### src/rtl/ber_accumulator_pkg.sv
// Shared definitions for the BER accumulator: FSM encoding, per-word constants
// and the per-word error clamp.
package ber_accumulator_pkg;

  typedef logic [1:0] state_t;

  localparam state_t ST_IDLE      = 2'd0;
  localparam state_t ST_WAIT_LOCK = 2'd1;
  localparam state_t ST_RUN       = 2'd2;
  localparam state_t ST_DONE      = 2'd3;

  localparam int BITS_PER_WORD = 8;
  localparam int MAX_WORD_ERR  = 8;

  // A checker word cannot hold more than 8 bit errors; anything larger is clamped.
  function automatic logic [3:0] clamp_word_err(input logic [8:0] err_num);
    return (err_num > 9'(MAX_WORD_ERR)) ? 4'(MAX_WORD_ERR) : err_num[3:0];
  endfunction

endpackage

### src/rtl/ber_accumulator_if.sv
// Control/status bundle between the PRBS checker side and the BER accumulator.
interface ber_accumulator_if #(
  parameter int BIT_CNT_W  = 48,
  parameter int ERR_CNT_W  = 40,
  parameter int LOSS_CNT_W = 16
);
  logic                  en;
  logic [8:0]            err_num;
  logic                  lock;
  logic                  start;
  logic                  stop;
  logic [31:0]           win_words;
  logic [BIT_CNT_W-1:0]  bit_cnt;
  logic [ERR_CNT_W-1:0]  err_cnt;
  logic [LOSS_CNT_W-1:0] loss_cnt;
  logic                  busy;
  logic                  done;
  logic                  timeout;
  logic                  err_sat;

  modport master (
    output en, err_num, lock, start, stop, win_words,
    input  bit_cnt, err_cnt, loss_cnt, busy, done, timeout, err_sat
  );

  modport slave (
    input  en, err_num, lock, start, stop, win_words,
    output bit_cnt, err_cnt, loss_cnt, busy, done, timeout, err_sat
  );
endinterface

### src/rtl/ber_accumulator_sat_accum.sv
// Saturating accumulator: clear wins over add; sat_o flags an add that lands on
// or would pass the all-ones value.
module sat_accum #(
  parameter int W     = 8,
  parameter int ADD_W = 4
) (
  input  logic             clk,
  input  logic             reset_n,
  input  logic             clr_i,
  input  logic             add_i,
  input  logic [ADD_W-1:0] addend_i,
  output logic [W-1:0]     cnt_o,
  output logic             sat_o
);
  logic [W-1:0] cnt_q, cnt_d;
  logic [W:0]   sum;

  always_comb begin
    sum   = {1'b0, cnt_q} + (W+1)'(addend_i);
    sat_o = add_i && !clr_i && (sum[W] || (&sum[W-1:0]));
    cnt_d = cnt_q;
    if (clr_i)
      cnt_d = '0;
    else if (add_i)
      cnt_d = sum[W] ? '1 : sum[W-1:0];
  end

  always_ff @(posedge clk) begin
    if (!reset_n)
      cnt_q <= '0;
    else
      cnt_q <= cnt_d;
  end

  assign cnt_o = cnt_q;
endmodule

### src/rtl/ber_accumulator.sv
// Gated BER measurement: counts compared bits, bit errors and lock losses over a
// start/stop or fixed-length window, then holds the results for readout.
module ber_accumulator
  import ber_accumulator_pkg::*;
#(
  parameter int BIT_CNT_W  = 48,
  parameter int ERR_CNT_W  = 40,
  parameter int LOSS_CNT_W = 16,
  parameter int LOCK_TMO   = 1024
) (
  input  logic               clk,
  input  logic               reset_n,
  ber_accumulator_if.slave   bus
);
  localparam int IDLE_W = $clog2(LOCK_TMO + 1);
  localparam logic [IDLE_W-1:0] TMO_VAL = IDLE_W'(LOCK_TMO);

  state_t            state_q, state_d;
  logic [31:0]       word_q, word_d;
  logic [IDLE_W-1:0] idle_q, idle_d, idle_inc;
  logic              lock_prev_q, lock_prev_d;
  logic              done_q, done_d;
  logic              timeout_q, timeout_d;
  logic              err_sat_q, err_sat_d;
  logic              clr, add_word, add_loss;
  logic              sat_bit, sat_err, sat_loss;
  logic              locked_word, unlocked_word;

  assign locked_word   = bus.en && bus.lock;
  assign unlocked_word = bus.en && !bus.lock;
  assign idle_inc      = idle_q + IDLE_W'(1);

  always_comb begin
    state_d     = state_q;
    word_d      = word_q;
    idle_d      = idle_q;
    timeout_d   = timeout_q;
    err_sat_d   = err_sat_q;
    clr         = 1'b0;
    add_word    = 1'b0;
    add_loss    = 1'b0;
    lock_prev_d = bus.en ? bus.lock : lock_prev_q;

    if (bus.start) begin
      clr       = 1'b1;
      state_d   = ST_WAIT_LOCK;
      word_d    = '0;
      idle_d    = '0;
      timeout_d = 1'b0;
      err_sat_d = 1'b0;
    end else begin
      case (state_q)
        ST_WAIT_LOCK: begin
          // The first locked word only opens the run; its checker data is stale.
          if (locked_word) begin
            state_d = ST_RUN;
            idle_d  = '0;
          end else if (unlocked_word) begin
            idle_d = idle_inc;
            if (idle_inc == TMO_VAL) begin
              state_d   = ST_DONE;
              timeout_d = 1'b1;
            end
          end
          if (bus.stop) state_d = ST_DONE;
        end
        ST_RUN: begin
          if (locked_word) begin
            add_word = 1'b1;
            word_d   = word_q + 32'd1;
            idle_d   = '0;
            if (bus.err_num > 9'(MAX_WORD_ERR)) err_sat_d = 1'b1;
            if ((bus.win_words != '0) && ((word_q + 32'd1) == bus.win_words))
              state_d = ST_DONE;
          end else if (unlocked_word) begin
            idle_d   = idle_inc;
            add_loss = lock_prev_q;
            if (idle_inc == TMO_VAL) begin
              state_d   = ST_DONE;
              timeout_d = 1'b1;
            end
          end
          if (bus.stop) state_d = ST_DONE;
        end
        default: ;
      endcase
    end

    done_d = (state_d == ST_DONE) && (state_q != ST_DONE);
  end

  always_ff @(posedge clk) begin
    if (!reset_n) begin
      state_q   <= ST_IDLE;
      done_q    <= 1'b0;
      timeout_q <= 1'b0;
      err_sat_q <= 1'b0;
    end else begin
      state_q   <= state_d;
      done_q    <= done_d;
      timeout_q <= timeout_d;
      err_sat_q <= err_sat_d | sat_bit | sat_err | sat_loss;
    end
  end

  always_ff @(posedge clk) begin
    word_q      <= word_d;
    idle_q      <= idle_d;
    lock_prev_q <= lock_prev_d;
  end

  sat_accum #(.W(BIT_CNT_W), .ADD_W(4)) u_bit_acc (
    .clk(clk), .reset_n(reset_n), .clr_i(clr), .add_i(add_word),
    .addend_i(4'(BITS_PER_WORD)), .cnt_o(bus.bit_cnt), .sat_o(sat_bit)
  );

  sat_accum #(.W(ERR_CNT_W), .ADD_W(4)) u_err_acc (
    .clk(clk), .reset_n(reset_n), .clr_i(clr), .add_i(add_word),
    .addend_i(clamp_word_err(bus.err_num)), .cnt_o(bus.err_cnt), .sat_o(sat_err)
  );

  sat_accum #(.W(LOSS_CNT_W), .ADD_W(1)) u_loss_acc (
    .clk(clk), .reset_n(reset_n), .clr_i(clr), .add_i(add_loss),
    .addend_i(1'b1), .cnt_o(bus.loss_cnt), .sat_o(sat_loss)
  );

  assign bus.busy    = (state_q == ST_WAIT_LOCK) || (state_q == ST_RUN);
  assign bus.done    = done_q;
  assign bus.timeout = timeout_q;
  assign bus.err_sat = err_sat_q;
endmodule

### src/flat_wrapper.sv
// flat-port wrapper written by rule: the top's interface ports become plain ports
module ber_accumulator_flat import ber_accumulator_pkg::*;
#(
  parameter int BIT_CNT_W  = 48,
  parameter int ERR_CNT_W  = 40,
  parameter int LOSS_CNT_W = 16,
  parameter int LOCK_TMO   = 1024
)
  (clk, reset_n, bus_en, bus_err_num, bus_lock, bus_start, bus_stop, bus_win_words, bus_bit_cnt, bus_err_cnt, bus_loss_cnt, bus_busy, bus_done, bus_timeout, bus_err_sat);
  ber_accumulator_if #(.BIT_CNT_W(BIT_CNT_W), .ERR_CNT_W(ERR_CNT_W), .LOSS_CNT_W(LOSS_CNT_W)) bus_i ();
  input  logic clk;
  input  logic reset_n;
  input wire logic [$bits(bus_i.en)-1:0] bus_en;
  input wire logic [$bits(bus_i.err_num)-1:0] bus_err_num;
  input wire logic [$bits(bus_i.lock)-1:0] bus_lock;
  input wire logic [$bits(bus_i.start)-1:0] bus_start;
  input wire logic [$bits(bus_i.stop)-1:0] bus_stop;
  input wire logic [$bits(bus_i.win_words)-1:0] bus_win_words;
  output wire logic [$bits(bus_i.bit_cnt)-1:0] bus_bit_cnt;
  output wire logic [$bits(bus_i.err_cnt)-1:0] bus_err_cnt;
  output wire logic [$bits(bus_i.loss_cnt)-1:0] bus_loss_cnt;
  output wire logic [$bits(bus_i.busy)-1:0] bus_busy;
  output wire logic [$bits(bus_i.done)-1:0] bus_done;
  output wire logic [$bits(bus_i.timeout)-1:0] bus_timeout;
  output wire logic [$bits(bus_i.err_sat)-1:0] bus_err_sat;
  assign bus_i.en = bus_en;
  assign bus_i.err_num = bus_err_num;
  assign bus_i.lock = bus_lock;
  assign bus_i.start = bus_start;
  assign bus_i.stop = bus_stop;
  assign bus_i.win_words = bus_win_words;
  assign bus_bit_cnt = bus_i.bit_cnt;
  assign bus_err_cnt = bus_i.err_cnt;
  assign bus_loss_cnt = bus_i.loss_cnt;
  assign bus_busy = bus_i.busy;
  assign bus_done = bus_i.done;
  assign bus_timeout = bus_i.timeout;
  assign bus_err_sat = bus_i.err_sat;
  ber_accumulator #(.BIT_CNT_W(BIT_CNT_W), .ERR_CNT_W(ERR_CNT_W), .LOSS_CNT_W(LOSS_CNT_W), .LOCK_TMO(LOCK_TMO)) u_core (.clk(clk), .reset_n(reset_n), .bus(bus_i));
endmodule
### config.mk
export PLATFORM = sky130hd
export DESIGN_NAME = ber_accumulator_flat
export DESIGN_NICKNAME = d
export VERILOG_FILES = /design/src/rtl/ber_accumulator_pkg.sv /design/src/rtl/ber_accumulator_if.sv /design/src/rtl/ber_accumulator_sat_accum.sv /design/src/rtl/ber_accumulator.sv /design/src/flat_wrapper.sv
export SDC_FILE = /design/constraint.sdc
export NUM_CORES = 1
export LEC_CHECK = 0
export CAP_MARGIN = 20
export CORE_AREA = 3 3 130 132
export CTS_BUF_LIST = sky130_fd_sc_hd__clkbuf_4 sky130_fd_sc_hd__clkbuf_8
export CTS_CLUSTER_DIAMETER = 200
export DETAILED_ROUTE_END_ITERATION = 6
export DIE_AREA = 0 0 133 135
export DONT_BUFFER_PORTS = 1
export GPL_TIMING_DRIVEN = 0
export HOLD_SLACK_MARGIN = 0.06
export PLACE_DENSITY = 0.73
export SETUP_SLACK_MARGIN = 0.05
export SLEW_MARGIN = 30
export SYNTH_ARGS = -nofsm -noshare
export SYNTH_HDL_FRONTEND = slang
export SYNTH_SLANG_ARGS = --single-unit
export TNS_END_PERCENT = 1
### constraint.sdc
create_clock -name clk -period 5.85 [get_ports clk]
set_input_delay 1.755 -clock clk [delete_from_list [all_inputs] [get_ports clk]]
set_output_delay 1.755 -clock clk [all_outputs]
set_load 0.05 [all_outputs]
==> results by group <==
Global route
  • Number of global-route vias before repair: 9,026
  • Grt ovf: 0
  • Largest net degree at the start of global routing: 17
  • Overall routing resource usage: 33.13%
  • Initial antenna violation count: 0
  • First-pass GRT wire length: a little under 50,000 µm

Clock tree
  • CTS H-tree lvls: 4
  • CTS tree: done
  • Clock slew at the register clock pins of the worst setup and hold paths: around 0.090 ns
  • Cts bufs inserted: 17
  • Clk root buf: clkbuf_8
  • CTS sink count: approximately 150
  • Max clock buf depth: 2
  • Clk Latency, worst-skew pair: 0.46 ns

Placed design
  • Port Buffers: 0
  • Routability cong.: 0.9829
  • Dpl cells: 1,476
  • Post-place instance area: 9743 µm²
  • Post-DP HPWL: about 23,000 µm

Synth
  • Yosys warnings: 0
  • Cell area after synthesis: 9450 µm²
  • Most used flip-flop cell after synthesis: dfxtp_1
  • Post-Syn Area per Cell: roughly 7.5 µm²
  • Cell count after synthesis: between 1,000 and 1,500
  • Ys async rst share: 0%
  • EDFF count, synth: 1
  • Register area share after synthesis: 32.09%
  • Flop and latch count out of synthesis: 151
  • Synth unique cells: 73
  • Synthesized Nets: ~1,300

Detailed routing
  • Routed vias: 10,040
  • DR WL/cell: a little over 20 µm
  • Initial DRC Count: 1,226
  • Drt drc: 1
  • Antenna viol nets, final: 0
  • Met2 WL: roughly 14,000 µm
  • DR top layer: met4
  • First-pass DRT Iterations: 7
  • Met1 WL: 12,520 µm
  • Met3 Wirelength: 3555 µm
  • Vias per inst: 6.658
  • Final wirelength: a little over 30,000 µm

Final layout
  • Fill cells: 1,443
  • Final non-filler cell total: 1,508
  • Synth-to-layout area growth: 7.335%
  • Commonest non-fill, non-tap cells in the layout: nor2_1 (159), dfxtp_1 (150), a21oi_1 (111)
  • Layout cell share with drive strength beyond 1: 5.650%
  • Antenna fix cells: 0
  • Commonest non-fill, non-tap cell in the layout: nor2_1
  • Final Instance Area: 10,140 µm²
  • Nets: 1,340
  • Util after Layout: between 60% and 70%

STA
  • # setup viols final: 0
  • Max Freq: 182.2 MHz
  • Fin Setup TNS: 0 ns
  • Final worst-path cycle share: 93.80%
  • Tmin final: 5.488 ns
  • Slew HR: roughly two fifths
  • Setup Skew: 0.009496 ns
  • Max Slew Vio Count: 0
  • Worst Max-Slew Pin Slew: 0.9125 ns
  • RSZ-0062 raised after global routing: true
  • Fin. Hold Viols: 0

Outcome
  • Failing checks: design-rule violations
  • Outcome: finished with violations

Floorplan
  • Core Area: about 16,000 µm²
  • IO Pins: about 160
  • Starting density of the core: between 50% and 60%
  • Rows: 46
  • Die H: between 100 and 150 µm
  • Die ar.: between 15,000 and 20,000 µm²
  • Die width: around 130 µm

Critical path
  • CP Class: input pin to register
  • Crit. End Element: register
  • CP startpoint kind: input pin
  • Worst path required time: approximately 6.2 ns
  • Max FO, Critical Path: 10
  • Worst Path Arrival: 5.86 ns

Power
  • Total power divided by cell area: 193.2 nW/µm²
  • Pleak: 3.077 nW
  • Maximum VDD drop: 0.1422 mV
  • Pwr Total: 0.001959 W

Min path
  • Hold Path Class: register to register

Job
  • Max-cap violations: 0
sequential cells by signal (all words and copies together) (netlist names), 2 cells and up:
register / flops
u_core.state_q: 2
u_core.u_err_acc.cnt_o: 40
u_core.word_q: 32
u_core.u_loss_acc.cnt_o: 16
u_core.u_bit_acc.cnt_o: 46
u_core.idle_q: 11
power by group:
part	internal (W)	switching [W]	total [W]
combinational	0.0000307	0.0000643	0.0000950
clock	0.000359	0.000460	0.000819
sequential	0.00103	0.0000128	0.00105
worst paths after layout:
path	depth (start not counted)	endpoint	from	slack, ns
hold / removal	2	u_core.word_q[1]$_SDFFE_PP0P_	u_core.word_q[1]$_SDFFE_PP0P_	0.51
hold reg to reg	2	u_core.word_q[1]$_SDFFE_PP0P_	u_core.word_q[1]$_SDFFE_PP0P_	0.51
setup / recovery	13	u_core.u_err_acc.cnt_o[31]$_SDFFE_PP0P_	bus_err_num[7]	0.36
setup reg to reg	10	u_core.u_bit_acc.cnt_o[14]$_SDFFE_PP0P_	u_core.u_bit_acc.cnt_o[3]$_SDFFE_PP0P_	1.83
cell usage after synthesis, types with 32 or more instances:
master | count | area, µm²
nor3_1 | 44 | 220.2
and3_1 | 36 | 225.2
clkbuf_1 | 62 | 232.7
a21oi_1 | 111 | 555.5
xnor2_1 | 50 | 437.9
nand3_1 | 65 | 325.3
nor2_1 | 160 | 600.6
dfxtp_1 | 150 | 3003
nand2_1 | 89 | 334.1
xor2_1 | 32 | 280.3
o21ai_0 | 80 | 400.4
nand4_1 | 45 | 281.5
critical path, cell delays in order:
cell and delay, ns:
or4_1 0.53, nor3_1 0.29, and2_1 0.18, ha_1 0.17, fa_1 0.22, a221oi_1 0.14, buf_2 0.20, nor4b_2 0.52
nand2_1 0.35, o31ai_4 0.50, clkbuf_1 0.50, nor2_1 0.22, a211oi_1 0.28
metrics by stage:
stage | setup WS [ns] | hold slack, ns
after floorplan | 0.7157 | 0.4669
after global placement | -0.08878 | 0.4781
after detailed placement | -0.2061 | 0.4895
after CTS | 0.2874 | 0.5025
after global routing | 0.03201 | 0.5303
final | 0.3625 | 0.5052
routing by layer:
metal  up-vias  global-route usage, %
met4         0                  12.01
met5         -                      0
met1      4674                  42.84
met2       584                  52.43
met3        77                  10.17
li1       4705                      -
cell families after synthesis:
family	share of synthesized area, %
DFF	32.09
buffers and inverters	4.118
muxes	0.4501
and+or+nand+nor	31.01
adders and majority gates	1.933
xor gates and xnor gates	7.600
AOI/OAI and AO/OA	22.80
layout make-up:
| cell class | count | area (µm²) | area share, % |
|---|---|---|---|
| multi-input combinational | 1011 | 6057 | 59.71 |
| sequential | 151 | 3033 | 29.90 |
| buffer | 74 | 302.8 | 2.985 |
| tap | 216 | 270.3 | 2.664 |
| clock buffer | 18 | 247.7 | 2.442 |
| clock inverter | 14 | 141.4 | 1.394 |
| inverter | 23 | 86.33 | 0.8511 |
| timing repair buffer | 1 | 5.005 | 0.04934 |
timing repair:
| action | CTS | global route |
|---|---|---|
| setup buffers | 0 | 0 |
| hold buffers | 0 | 0 |
| setup endpoints to repair | 0 | 16 |
| endpoints found under the hold margin | 0 | 0 |
| gates resized for setup | 0 | 1 |
Note: power is estimated with default switching activity, not from simulation.
